==> config.mk <==
export PLATFORM = sky130hd
export DESIGN_NAME = multicycle_control_flat
export DESIGN_NICKNAME = d
export VERILOG_FILES = /design/src/rtl/multicycle_control_if.sv /design/src/rtl/multicycle_control.sv /design/src/flat_wrapper.sv
export SDC_FILE = /design/constraint.sdc
export NUM_CORES = 1
export LEC_CHECK = 0
export ABC_AREA = 1
export BUFFER_PORTS_ARGS = -buffer_cell sky130_fd_sc_hd__buf_2
export CAP_MARGIN = 10
export CORE_UTILIZATION = 39
export DETAILED_ROUTE_END_ITERATION = 10
export HOLD_SLACK_MARGIN = 0.06
export PLACE_DENSITY = 0.75
export SLEW_MARGIN = 30
export SYNTH_ARGS = -nofsm -noshare
export SYNTH_HDL_FRONTEND = slang
export SYNTH_SLANG_ARGS = --single-unit
==> constraint.sdc <==
create_clock -name clk -period 1.2 [get_ports clk]
set_clock_uncertainty 0.05 [all_clocks]
set_input_delay 0.18 -clock clk [delete_from_list [all_inputs] [get_ports clk]]
set_output_delay 0.18 -clock clk [all_outputs]
set_load 0.005 [all_outputs]
==> src/rtl/multicycle_control_if.sv <==
// Control/status bundle between the multi-cycle sequencer and the MIPS-style datapath.
// master = sequencer side, slave = datapath side.
interface multicycle_control_if;
    logic [5:0] opcode;
    logic [5:0] functcode;
    logic       alu_zero;
    logic       alu_lez;
    logic       v_flag;
    logic       mem_ready;

    logic       pc_write;
    logic       pc_write_cond;
    logic       ir_write;
    logic       iord;
    logic       mem_read;
    logic       mem_write;
    logic       reg_write;
    logic       alu_src_a;
    logic [1:0] alu_src_b;
    logic [1:0] alu_op;
    logic [1:0] pc_source;
    logic [1:0] reg_dst;
    logic [1:0] mem_to_reg;
    logic [2:0] state;
    logic       illegal;
    logic       instr_done;

    modport master (
        input  opcode, functcode, alu_zero, alu_lez, v_flag, mem_ready,
        output pc_write, pc_write_cond, ir_write, iord, mem_read, mem_write, reg_write,
               alu_src_a, alu_src_b, alu_op, pc_source, reg_dst, mem_to_reg, state,
               illegal, instr_done
    );

    modport slave (
        output opcode, functcode, alu_zero, alu_lez, v_flag, mem_ready,
        input  pc_write, pc_write_cond, ir_write, iord, mem_read, mem_write, reg_write,
               alu_src_a, alu_src_b, alu_op, pc_source, reg_dst, mem_to_reg, state,
               illegal, instr_done
    );
endinterface

==> src/rtl/multicycle_control.sv <==
// Fetch/decode/execute/memory/writeback sequencer for the shared-resource MIPS datapath.
// Define CUSTOM_OPS_EN to decode the extended set (brv, jmxor, blezal, balv, jalpc, nandi).
module multicycle_control (
    input logic                   clk,
    input logic                   rst,
    multicycle_control_if.master  bus
);

    typedef enum logic [2:0] {
        StFetch  = 3'd0,
        StDecode = 3'd1,
        StExec   = 3'd2,
        StMem    = 3'd3,
        StWb     = 3'd4
    } state_e;

    typedef enum logic [3:0] {
        KRtype, KBrv, KJmxor, KLw, KSw, KBeq, KNandi, KBlezal, KBalv, KJalpc, KIllegal
    } kind_e;

    state_e     state_q, state_d;
    logic [5:0] op_q, fn_q;
    kind_e      dec_kind, cur_kind;

    function automatic kind_e classify(input logic [5:0] op, input logic [5:0] fn);
        kind_e k;
        case (op)
            6'b000000: begin
`ifdef CUSTOM_OPS_EN
                if (fn == 6'b010100)      k = KBrv;
                else if (fn == 6'b100010) k = KJmxor;
                else                      k = KRtype;
`else
                k = (fn == fn) ? KRtype : KRtype;
`endif
            end
            6'b100011: k = KLw;
            6'b101011: k = KSw;
            6'b000100: k = KBeq;
`ifdef CUSTOM_OPS_EN
            6'b010000: k = KNandi;
            6'b100100: k = KBlezal;
            6'b100000: k = KBalv;
            6'b011111: k = KJalpc;
`endif
            default:   k = KIllegal;
        endcase
        return k;
    endfunction

    // DECODE acts on the live IR fields; later states use the latched copy.
    assign dec_kind = classify(bus.opcode, bus.functcode);
    assign cur_kind = classify(op_q, fn_q);

    always_ff @(posedge clk or posedge rst) begin
        if (rst) begin
            state_q <= StFetch;
            op_q    <= 6'd0;
            fn_q    <= 6'd0;
        end else begin
            state_q <= state_d;
            if (state_q == StDecode) begin
                op_q <= bus.opcode;
                fn_q <= bus.functcode;
            end
        end
    end

    always_comb begin
        state_d = state_q;
        unique case (state_q)
            StFetch:  if (bus.mem_ready) state_d = StDecode;
            StDecode: begin
                if (dec_kind == KIllegal)     state_d = StFetch;
                else if (dec_kind == KJalpc)  state_d = StWb;
                else                          state_d = StExec;
            end
            StExec: begin
                case (cur_kind)
                    KRtype, KNandi:    state_d = StWb;
                    KJmxor, KLw, KSw:  state_d = StMem;
                    KBlezal:           state_d = bus.alu_lez ? StWb : StFetch;
                    KBalv:             state_d = bus.v_flag ? StWb : StFetch;
                    default:           state_d = StFetch;
                endcase
            end
            StMem:    if (bus.mem_ready) state_d = (cur_kind == KSw) ? StFetch : StWb;
            StWb:     state_d = StFetch;
            default:  state_d = StFetch;
        endcase
    end

    logic       pc_write, pc_write_cond, ir_write, iord, mem_read, mem_write, reg_write;
    logic       alu_src_a, illegal, instr_done;
    logic [1:0] alu_src_b, alu_op, pc_source, reg_dst, mem_to_reg;

    // Every strobe is forced low while reset is held so an aborted write cannot leak out.
    always_comb begin
        pc_write      = 1'b0;
        pc_write_cond = 1'b0;
        ir_write      = 1'b0;
        iord          = 1'b0;
        mem_read      = 1'b0;
        mem_write     = 1'b0;
        reg_write     = 1'b0;
        alu_src_a     = 1'b0;
        alu_src_b     = 2'b00;
        alu_op        = 2'b00;
        pc_source     = 2'b00;
        reg_dst       = 2'b00;
        mem_to_reg    = 2'b00;
        illegal       = 1'b0;
        instr_done    = 1'b0;
        if (!rst) begin
            unique case (state_q)
                StFetch: begin
                    mem_read  = 1'b1;
                    alu_src_b = 2'b01;
                    ir_write  = bus.mem_ready;
                    pc_write  = bus.mem_ready;
                end
                StDecode: begin
                    alu_src_b = 2'b11;
                    illegal   = (dec_kind == KIllegal);
                end
                StExec: begin
                    case (cur_kind)
                        KRtype, KJmxor: begin
                            alu_src_a = 1'b1;
                            alu_op    = 2'b10;
                        end
                        KBrv: begin
                            pc_source  = 2'b10;
                            pc_write   = bus.v_flag;
                            instr_done = 1'b1;
                        end
                        KLw, KSw: begin
                            alu_src_a = 1'b1;
                            alu_src_b = 2'b10;
                        end
                        KNandi: begin
                            alu_src_a = 1'b1;
                            alu_src_b = 2'b10;
                            alu_op    = 2'b11;
                        end
                        KBeq: begin
                            alu_src_a     = 1'b1;
                            alu_op        = 2'b01;
                            pc_source     = 2'b01;
                            pc_write_cond = 1'b1;
                            instr_done    = 1'b1;
                        end
                        KBlezal:  instr_done = !bus.alu_lez;
                        KBalv:    instr_done = !bus.v_flag;
                        default: ;
                    endcase
                end
                StMem: begin
                    iord = 1'b1;
                    if (cur_kind == KSw) begin
                        mem_write  = 1'b1;
                        instr_done = bus.mem_ready;
                    end else begin
                        mem_read = 1'b1;
                    end
                end
                StWb: begin
                    instr_done = 1'b1;
                    case (cur_kind)
                        KRtype: begin
                            reg_write = 1'b1;
                            reg_dst   = 2'b01;
                        end
                        KNandi:   reg_write = 1'b1;
                        KLw: begin
                            reg_write  = 1'b1;
                            mem_to_reg = 2'b01;
                        end
                        KBlezal, KBalv, KJalpc, KJmxor: begin
                            reg_write  = 1'b1;
                            reg_dst    = 2'b10;
                            mem_to_reg = 2'b10;
                            pc_write   = 1'b1;
                            pc_source  = (cur_kind == KJalpc) ? 2'b00 :
                                         (cur_kind == KJmxor) ? 2'b11 : 2'b01;
                        end
                        default: ;
                    endcase
                end
                default: ;
            endcase
        end
    end

    assign bus.pc_write      = pc_write;
    assign bus.pc_write_cond = pc_write_cond;
    assign bus.ir_write      = ir_write;
    assign bus.iord          = iord;
    assign bus.mem_read      = mem_read;
    assign bus.mem_write     = mem_write;
    assign bus.reg_write     = reg_write;
    assign bus.alu_src_a     = alu_src_a;
    assign bus.alu_src_b     = alu_src_b;
    assign bus.alu_op        = alu_op;
    assign bus.pc_source     = pc_source;
    assign bus.reg_dst       = reg_dst;
    assign bus.mem_to_reg    = mem_to_reg;
    assign bus.illegal       = illegal;
    assign bus.instr_done    = instr_done;
    assign bus.state         = rst ? 3'd0 : state_q;

endmodule

==> src/flat_wrapper.sv <==
// flat-port wrapper written by rule: the top's interface ports become plain ports
module multicycle_control_flat 
  (clk, rst, bus_opcode, bus_functcode, bus_alu_zero, bus_alu_lez, bus_v_flag, bus_mem_ready, bus_pc_write, bus_pc_write_cond, bus_ir_write, bus_iord, bus_mem_read, bus_mem_write, bus_reg_write, bus_alu_src_a, bus_alu_src_b, bus_alu_op, bus_pc_source, bus_reg_dst, bus_mem_to_reg, bus_state, bus_illegal, bus_instr_done);
  multicycle_control_if bus_i ();
  input logic clk;
  input logic rst;
  input wire logic [$bits(bus_i.opcode)-1:0] bus_opcode;
  input wire logic [$bits(bus_i.functcode)-1:0] bus_functcode;
  input wire logic [$bits(bus_i.alu_zero)-1:0] bus_alu_zero;
  input wire logic [$bits(bus_i.alu_lez)-1:0] bus_alu_lez;
  input wire logic [$bits(bus_i.v_flag)-1:0] bus_v_flag;
  input wire logic [$bits(bus_i.mem_ready)-1:0] bus_mem_ready;
  output wire logic [$bits(bus_i.pc_write)-1:0] bus_pc_write;
  output wire logic [$bits(bus_i.pc_write_cond)-1:0] bus_pc_write_cond;
  output wire logic [$bits(bus_i.ir_write)-1:0] bus_ir_write;
  output wire logic [$bits(bus_i.iord)-1:0] bus_iord;
  output wire logic [$bits(bus_i.mem_read)-1:0] bus_mem_read;
  output wire logic [$bits(bus_i.mem_write)-1:0] bus_mem_write;
  output wire logic [$bits(bus_i.reg_write)-1:0] bus_reg_write;
  output wire logic [$bits(bus_i.alu_src_a)-1:0] bus_alu_src_a;
  output wire logic [$bits(bus_i.alu_src_b)-1:0] bus_alu_src_b;
  output wire logic [$bits(bus_i.alu_op)-1:0] bus_alu_op;
  output wire logic [$bits(bus_i.pc_source)-1:0] bus_pc_source;
  output wire logic [$bits(bus_i.reg_dst)-1:0] bus_reg_dst;
  output wire logic [$bits(bus_i.mem_to_reg)-1:0] bus_mem_to_reg;
  output wire logic [$bits(bus_i.state)-1:0] bus_state;
  output wire logic [$bits(bus_i.illegal)-1:0] bus_illegal;
  output wire logic [$bits(bus_i.instr_done)-1:0] bus_instr_done;
  assign bus_i.opcode = bus_opcode;
  assign bus_i.functcode = bus_functcode;
  assign bus_i.alu_zero = bus_alu_zero;
  assign bus_i.alu_lez = bus_alu_lez;
  assign bus_i.v_flag = bus_v_flag;
  assign bus_i.mem_ready = bus_mem_ready;
  assign bus_pc_write = bus_i.pc_write;
  assign bus_pc_write_cond = bus_i.pc_write_cond;
  assign bus_ir_write = bus_i.ir_write;
  assign bus_iord = bus_i.iord;
  assign bus_mem_read = bus_i.mem_read;
  assign bus_mem_write = bus_i.mem_write;
  assign bus_reg_write = bus_i.reg_write;
  assign bus_alu_src_a = bus_i.alu_src_a;
  assign bus_alu_src_b = bus_i.alu_src_b;
  assign bus_alu_op = bus_i.alu_op;
  assign bus_pc_source = bus_i.pc_source;
  assign bus_reg_dst = bus_i.reg_dst;
  assign bus_mem_to_reg = bus_i.mem_to_reg;
  assign bus_state = bus_i.state;
  assign bus_illegal = bus_i.illegal;
  assign bus_instr_done = bus_i.instr_done;
  multicycle_control u_core (.clk(clk), .rst(rst), .bus(bus_i));
endmodule
==> metrics.csv, run 1 <==
metric,value,unit
drc violations,0,
CTS Root Cell,clkbuf_4,
worst setup path category,flop to primary output,
core region area,1750,um^2
CTS tree,yes,
Yosys cell types,21,
Clock transition at path regs,60,ps
WHS,86.8,ps
DR vias/cell,5.00,
vias in the first global route,920,
initial DRC count,22,
CP Launch Type,flop,
Die W,45.5,um
pins over their slew limit,0,
Antenna Nets Post-Route,0,
critical path peak fanout,2,
setup tns final,-9430,ps
router iterations before antenna repair,4,
WP data required,970,ps
H-tree levels,1,
Final WS setup,-500,ps
number of port buffers,28,
die footprint,2070,um^2
max_cap viols,0,
post-synthesis cell count,113,
Layout area overhead,81.8,%
Synth Register Bits,9,
register area,228,um^2
Inserted Diodes,0,
area occupied by multi-input gates,544,um^2
failing checks,setup timing,
Fmax achieved,588,MHz
DP HPWL,1.58,mm
DP Area,1080,um^2
Hold Crit Class,input pin to flop,
largest net degree at the start of global routing,10,
Top Ports,41,
global-route wire length before repair,3.98,mm
Post-Syn Area per Cell,6.52,um^2
initial core utilization,0.422,
TritonCTS Buffers,3,
antenna violations before repair,0,
setup violators final,29,
WL final,2.68,mm
filler instances,122,
Final Critical Period,1700,ps
CTS sink cnt,9,
unrepaired setup endpoints after global routing,true,
worst skew pair latency,270,ps
sequential area share after synthesis,0.306,
final instance area,1340,um^2
Critical Path End Type,primary output,
YS warnings,0,
share of layout cells above drive strength 1,0.652,
GRT overflow,0,
Core Rows,15,
pre-CTS WS,-146,ps
worst path arrival time,1470,ps
clock buffer depth,2,
post-synthesis cell area,737,um^2
PwrDens,1960,nW/um^2
period utilization,1.42,
final hold vios,0,
via count,1014,
maximum vdd drop,0.00127,V
status,finished with violations,
All-Layer GR Usage,0.270,
drt wl/cell,13.2,um
GP Congestion,0.823,
fin nets,197,
Lkg Pwr,0.694,nW
Chip Height,45.5,um
-- cell usage after synthesis --
library cell | count | area [um^2]
a21boi_2 | 1 | 11.3
a21oi_1 | 5 | 25.0
buf_4 | 3 | 22.5
buf_6 | 1 | 11.3
clkbuf_1 | 1 | 3.75
conb_1 | 1 | 3.75
dfrtp_1 | 9 | 225
inv_1 | 15 | 56.3
inv_2 | 2 | 7.51
nand2_1 | 24 | 90.1
nand2_2 | 5 | 31.3
nand3_1 | 8 | 40.0
nand3_2 | 2 | 20.0
nand4_1 | 2 | 12.5
nor2_1 | 17 | 63.8
nor2_2 | 1 | 6.26
nor3_1 | 8 | 40.0
nor3_4 | 1 | 16.3
o21ai_0 | 1 | 5.00
o21ai_1 | 2 | 10.0
o21ai_2 | 4 | 35.0
-- logic make-up after synthesis --
kind of cell / Yosys count / share of synthesized area
and+or+nand+nor: 68 / 0.435
DFF: 9 / 0.306
AOI/OAI and AO/OA: 13 / 0.117
buffers and inverters: 22 / 0.138
other: 1 / 0.00509
-- sequential cells by signal, indices dropped and copies added, names as in the netlist --
register	cells
u_core.state_q	3
u_core.op_q	6
-- what timing repair did --
item | in CTS | in global routing
pin swaps | 12 | 12
hold buffers | 1 | 0
setup endpoints to repair | 28 | 29
gates cloned | 1 | 0
resized for setup | 28 | 20
setup buffers | 5 | 4
hold endpoints to repair | 9 | 0
-- area by class of cell --
class,count,area share
clock buffers,4,0.0196
inverters,17,0.0476
multi-input cells,84,0.406
flip-flops and latches,9,0.170
well taps,25,0.0233
repair buffers,64,0.333
-- placed cells by master (no fill, tap or decap) --
cell	n
nor2_4	4
o21ai_1	1
nand3_2	7
clkbuf_4	3
nand2_4	1
nor2_1	12
inv_2	7
buf_6	7
a21boi_2	1
buf_4	27
inv_1	10
dfrtp_2	2
nand2_2	11
nor3_2	7
nand2_1	17
o21ai_0	1
nand3_1	3
dlygate4sd3_1	1
o21ai_2	5
buf_8	1
nand4_1	2
clkbuf_1	1
buf_2	28
a21oi_1	3
nor3_1	1
conb_1	3
a21oi_2	2
dfrtp_1	7
nor2_2	2
nor3_4	1
-- power by group --
group          total, mW  internal (mW)  switching, mW
Combinational       1.82          0.905          0.912
Sequential         0.563          0.429          0.134
Clock              0.244          0.129          0.115
-- worst max-delay path, cell delays in order (launching register included) --
cell     delay (ps)
dfrtp_1         410
buf_6           140
nor2_4           80
nand2_1          50
nor2_1          100
nand2_1         100
nand3_2          90
nand2_1          60
inv_1            60
buf_2           110
-- stage by stage --
stage / cells / total power [mW] / utilization
detailed placement: 189 / 1.74 / 0.616
CTS: 199 / 2.32 / 0.708
finish: 203 / 2.62 / 0.768
floorplan: 115 / 1.18 / -
global placement: 189 / 1.68 / 0.616
global route: 203 / 2.79 / 0.768
-- worst paths after layout --
kind / start / endpoint / slack, ps / cells after the start
worst max-delay path: u_core.op_q[4] / bus_instr_done / -500 / 9
worst min-delay path: bus_opcode[4] / u_core.op_q[4] / 90 / 3
worst max register to register: u_core.state_q[0] / u_core.state_q[2] / -310 / 8
worst min register to register: u_core.op_q[3] / u_core.op_q[3] / 610 / 3
max in group asynchronous: rst / u_core.state_q[1] / 160 / 4
min in group asynchronous: rst / u_core.state_q[2] / 600 / 4
-- per-layer routing --
layer	part of all wire	track usage	wire, um
met5	0	0	0
met2	0.53	0.480	1430
met1	0.37	0.311	1000
met4	0.043	0.139	116
met3	0.048	0.0357	129
Note: power is estimated with default switching activity, not from simulation.
==> inputs of run 2 (changes only) <==
==> constraint.sdc (replaced) <==
create_clock -name clk -period 1.2 [get_ports clk]
set_clock_uncertainty 0.05 [all_clocks]
set_input_delay 0.24 -clock clk [delete_from_list [all_inputs] [get_ports clk]]
set_output_delay 0.24 -clock clk [all_outputs]
set_load 0.005 [all_outputs]
==> run 2 against run 1 <==
  * The run still ends with setup timing left
  * Fmax is 5.4% lower
  * Combinational power is 8% higher
  * Routed wire length is 32% higher
  * Sequential power is 3.7% higher
  * Power is 6.5% higher
  * Final cell count is 1.5% higher
  * Register-to-register slack worse by 30 ps
  * Worst setup slack worse by 97 ps
  * Worst hold slack better by 42 ps
  * Die area stayed put
  * Sequential share of layout area is 1.5 points lower
  * Critical path type unchanged
  * Largest cell class unchanged
  * Largest power group unchanged
==> metrics.csv, run 2 (synthesized netlist as in run 1, its figures left out) <==
metric,value,unit,change
core region area,1750,um^2,unchanged
critical path peak fanout,6,,was 2
pre-CTS WS,-193,ps,was -146 ps
period utilization,1.50,,was 1.42
CTS Root Cell,clkbuf_4,,unchanged
setup violators final,29,,unchanged
register area,228,um^2,unchanged
Final Critical Period,1800,ps,was 1700 ps
most common library cell in the layout ignoring fill and taps,buf_2,,unchanged
GP Congestion,0.797,,was 0.823
H-tree levels,1,,unchanged
unrepaired setup endpoints after global routing,true,,unchanged
drc violations,0,,unchanged
TritonCTS Buffers,3,,unchanged
CTS sink cnt,9,,unchanged
GRT overflow,0,,unchanged
CTS tree,yes,,unchanged
max_cap viols,0,,unchanged
WL final,3.52,mm,was 2.68 mm
Antenna Nets Post-Route,0,,unchanged
drt wl/cell,17.1,um,was 13.2 um
largest net degree at the start of global routing,14,,was 10
worst setup path category,flop to primary output,,unchanged
pins over their slew limit,0,,unchanged
worst skew pair latency,270,ps,about the same
setup tns final,-10970,ps,was -9430 ps
placed insts,191,,was 189
most frequent cells in the layout,"28 x buf_2, 25 x buf_4, 13 x nand2_1, 13 x buf_6, 12 x nand2_2",,"was 28 x buf_2, 27 x buf_4, 17 x nand2_1"
All-Layer GR Usage,0.293,,was 0.270
Core Rows,15,,unchanged
initial DRC count,37,,was 22
clock buffer depth,2,,unchanged
die footprint,2070,um^2,unchanged
share of layout cells above drive strength 1,0.724,,was 0.652
number of port buffers,28,,unchanged
Largest regs,"u_core.op_q (6), u_core.state_q (3)",,unchanged
failing checks,setup timing,,unchanged
PwrDens,1900,nW/um^2,was 1960 nW/um^2
worst path arrival time,1510,ps,was 1470 ps
Lkg Pwr,0.721,nW,was 0.694 nW
Top reg by flops,u_core.op_q,,unchanged
reg2reg setup slack,-340,ps,was -310 ps
Final WS setup,-596,ps,was -500 ps
DR vias/cell,5.35,,was 5.00
final core utilization,0.844,,was 0.768
filler instances,102,,was 122
Layout Cells excl Fill,206,,was 203
router iterations before antenna repair,4,,unchanged
Chip Height,45.5,um,unchanged
Fmax achieved,557,MHz,was 588 MHz
Inserted Diodes,0,,unchanged
Clock transition at path regs,70,ps,was 60 ps
Die W,45.5,um,unchanged
max reg flops,6,,unchanged
global-route wire length before repair,4.19,mm,was 3.98 mm
maximum vdd drop,0.00125,V,was 0.00127 V
fin nets,200,,was 197
initial core utilization,0.422,,unchanged
CP Launch Type,flop,,unchanged
Critical Path End Type,primary output,,unchanged
WP data required,910,ps,was 970 ps
via count,1102,,"was 1,014"
DP HPWL,1.66,mm,was 1.58 mm
vias in the first global route,919,,was 920
Top Ports,41,,unchanged
status,finished with violations,,unchanged
area occupied by multi-input gates,632,um^2,was 544 um^2
antenna violations before repair,0,,unchanged
final hold vios,0,,unchanged
Layout area overhead,100,%,was 81.8%
Hold Crit Class,input pin to flop,,unchanged
## run 2: cell count changes in the layout (fill, tap and decap cells not counted), sizes merged
cell and change:
clkinvlp +1, buf +3, inv -1
## run 2: metrics by stage
stage | instance area, um^2 | power (mW) | hold slack, ps
2_1_floorplan | 781 | 1.23 | -14.4
3_3_place_gp | 1120 | 1.71 | 232
3_5_place_dp | 1120 | 1.77 | 243
4_1_cts | 1320 | 2.22 | 148
5_1_grt | 1470 | 2.93 | 151
6_report | 1470 | 2.80 | 129
## run 2: final cells by class
cell class,count,share of cell area
Tap cell,25,0.0212
Inverter,17,0.0492
Clock buffer,4,0.0178
Sequential cell,9,0.154
Multi-Input combinational cell,84,0.429
Timing Repair Buffer,67,0.329
## run 2: timing repair
action | 4_1_cts | 5_1_grt
hold endpoints to repair | 9 | 0
pin swaps | 13 | 17
setup buffers | 7 | 6
hold buffers | 1 | 0
gates resized for setup | 30 | 37
cloned | 0 | 1
endpoints found under the setup margin | 29 | 29
## run 2: worst max-delay path: stages, from the launching register on
cell     delay, ps
dfrtp_2        500
nor3_4         340
inv_1          100
a21oi_2        160
buf_2          130
## run 2: layer usage
metal	GRT usage	routed length (um)	part of all wire
met5	0	0	0
met4	0.206	229	0.065
met3	0.0238	296	0.084
met2	0.511	1790	0.51
met1	0.332	1210	0.34
## run 2: final timing paths
kind / startpoint / end / cells past startpoint
worst max-delay path: u_core.state_q[1] / bus_alu_src_b[1] / 4
worst min-delay path: bus_opcode[2] / u_core.op_q[2] / 3
worst max register to register: u_core.state_q[0] / u_core.state_q[2] / 8
worst min register to register: u_core.op_q[2] / u_core.state_q[2] / 3
max in group asynchronous: rst / u_core.state_q[1] / 4
min in group asynchronous: rst / u_core.state_q[2] / 4
## run 2: report_power, final
part           internal [mW]  total, mW  switching (mW)  leakage (nW)
logic                  0.912       1.96            1.05         0.595
clock network          0.129      0.252           0.123        0.0150
registers              0.429      0.584           0.155         0.111
total                   1.47       2.80            1.33         0.721
==> inputs of run 3 (changes only) <==
- CORE_ASPECT_RATIO: unset -> 1.25
==> run 3 against run 2 <==
  * The flow still finishes with violations (setup timing)
  * Combinational power shrank 11%
  * Worst setup slack improved by 59 ps
  * Routed wire length shrank 22%
  * First-iteration DRC count down 54%
  * Non-clock buffer count grew 1
  * Sequential power decreased by 2%
  * Register-to-register slack better by 170 ps
  * Critical path depth up 2
  * Power decreased by 8.1%
  * Largest cell class unchanged
  * Highest routed layer unchanged
==> metrics.csv, run 3 (synthesized netlist as in run 1, its figures left out) <==
metric,value,unit,change
status,finished with violations,,unchanged
failing checks,setup timing,,unchanged
core region area,1770,um^2,was 1750 um^2
Die W,40.9,um,was 45.5 um
Core Rows,17,,was 15
drc violations,0,,unchanged
CTS tree,yes,,unchanged
filler instances,112,,was 102
CTS sink cnt,9,,unchanged
Chip Height,50.6,um,was 45.5 um
Critical Path End Type,primary output,,unchanged
register area,228,um^2,unchanged
M3 GR Usage,0.0442,,was 0.0238
Top reg by flops,u_core.op_q,,unchanged
number of port buffers,28,,unchanged
die footprint,2070,um^2,about the same
H-tree levels,1,,unchanged
PwrDens,1800,nW/um^2,was 1900 nW/um^2
CTS Root Cell,clkbuf_4,,unchanged
unrepaired setup endpoints after global routing,true,,unchanged
setup violators final,29,,unchanged
area occupied by multi-input gates,588,um^2,was 632 um^2
clock buffer depth,2,,unchanged
All-Layer GR Usage,0.288,,was 0.293
initial DRC count,17,,was 37
WL final,2.76,mm,was 3.52 mm
Antenna Nets Post-Route,0,,unchanged
max_cap viols,0,,unchanged
router iterations before antenna repair,4,,unchanged
largest net degree at the start of global routing,14,,unchanged
critical path peak fanout,4,,was 6
pins over their slew limit,0,,unchanged
Final Power,2.57,mW,was 2.80 mW
GRT overflow,0,,unchanged
DR vias/cell,4.99,,was 5.35
Inserted Diodes,0,,unchanged
worst path arrival time,1450,ps,was 1510 ps
WP data required,910,ps,about the same
period utilization,1.45,,was 1.50
final instance area,1430,um^2,was 1470 um^2
Fmax achieved,576,MHz,was 557 MHz
TritonCTS Buffers,3,,unchanged
met2 GRT Util,0.492,,was 0.511
Layout area overhead,93.7,%,was 100%
DP Area,1120,um^2,unchanged
Top Ports,41,,unchanged
antenna violations before repair,0,,unchanged
final hold vios,0,,unchanged
drt wl/cell,13.7,um,was 17.1 um
Lkg Pwr,0.720,nW,was 0.721 nW
Worst Setup SP,u_core.op_q[4],,was u_core.state_q[1]
share of layout cells above drive strength 1,0.692,,was 0.724
maximum vdd drop,0.00117,V,was 0.00125 V
DP HPWL,1.63,mm,was 1.66 mm
vias in the first global route,951,,was 919
max reg flops,6,,unchanged
initial core utilization,0.417,,was 0.422
global-route wire length before repair,3.99,mm,was 4.19 mm
busiest layer in global routing,met2,,unchanged
Final Critical Period,1740,ps,was 1800 ps
routing usage on met1,0.305,,was 0.332
Hold Crit Class,input pin to flop,,unchanged
Final WS setup,-537,ps,was -596 ps
Clock transition at path regs,60,ps,was 70 ps
via count,1002,,"was 1,102"
worst skew pair latency,270,ps,about the same
fin nets,201,,was 200
CP Launch Type,flop,,unchanged
hold path start,bus_opcode[2],,unchanged
FF-to-FF Start,u_core.state_q[0],,unchanged
most frequent cells in the layout,"29 x buf_4, 27 x buf_2, 18 x nand2_1",,"was 28 x buf_2, 25 x buf_4, 13 x nand2_1, 13 x buf_6, 12 x nand2_2"
Largest regs,"u_core.op_q (6), u_core.state_q (3)",,unchanged
GP Congestion,0.791,,was 0.797
worst setup path category,flop to primary output,,unchanged
most common library cell in the layout ignoring fill and taps,buf_4,,was buf_2
[run 3: cell count changes in the layout (fill, tap and decap cells not counted), moves of 2 or more]
cell     before  now
nand2_2      12   10
buf_4        25   29
nor2_1        8   10
nor3_4        4    2
o21ai_1       0    2
nor3_1        3    1
nand2_1      13   18
nand2_4       4    1
buf_6        13   11
nor3_2        2    6
o21ai_2       6    4
[run 3: metal layers]
layer / routed length (um) / part of all wire
met1: 1050 / 0.38
met3: 87 / 0.032
met4: 131 / 0.047
met5: 0 / 0
met2: 1490 / 0.54
[run 3: metrics by stage]
stage | hold WS [ps] | utilization | cells | setup TNS (ps) | worst slack [ps]
after floorplan | -14.4 | - | 115 | -172 | -52.6
after global placement | 231 | 0.637 | 186 | -1970 | -139
after detailed placement | 242 | 0.637 | 186 | -2880 | -199
after CTS | 143 | 0.755 | 196 | -8010 | -475
after global routing | 144 | 0.809 | 201 | -10830 | -641
final | 142 | 0.809 | 201 | -9160 | -537
[run 3: worst max-delay path, stage by stage, from the launching register on]
cell	delay [ps]
dfrtp_1	410
inv_2	90
nand2_1	90
nor2_4	160
nand3_2	130
nor3_2	150
buf_2	140
[run 3: what timing repair did]
item                                    in CTS  in global routing
gates resized for setup                     34                 23
endpoints found under the setup margin      29                 29
hold endpoints to repair                     9                  0
buffers inserted                             8                  9
hold buffers                                 1                  0
gates cloned                                 0                  1
pin swaps                                   18                 12
[run 3: cell type report]
| class | instances | share of cell area |
|---|---|---|
| inverters | 17 | 0.0526 |
| flip-flops and latches | 9 | 0.160 |
| repair buffers | 68 | 0.341 |
| clock buffers | 4 | 0.0184 |
| multi-input cells | 84 | 0.412 |
| well taps | 19 | 0.0167 |
[run 3: report_power, final]
group,internal (mW),switching (mW),leakage (nW)
clock network,0.129,0.121,0.0150
registers,0.429,0.142,0.111
logic,0.864,0.884,0.595
[run 3: final timing paths]
path | end | slack [ps] | cells past startpoint
min in group asynchronous | u_core.op_q[3] | 670 | 4
worst max-delay path | bus_mem_write | -540 | 6
worst max register to register | u_core.state_q[2] | -170 | 7
worst min register to register | u_core.state_q[2] | 610 | 3
max in group asynchronous | u_core.state_q[0] | 100 | 4
worst min-delay path | u_core.op_q[2] | 140 | 3
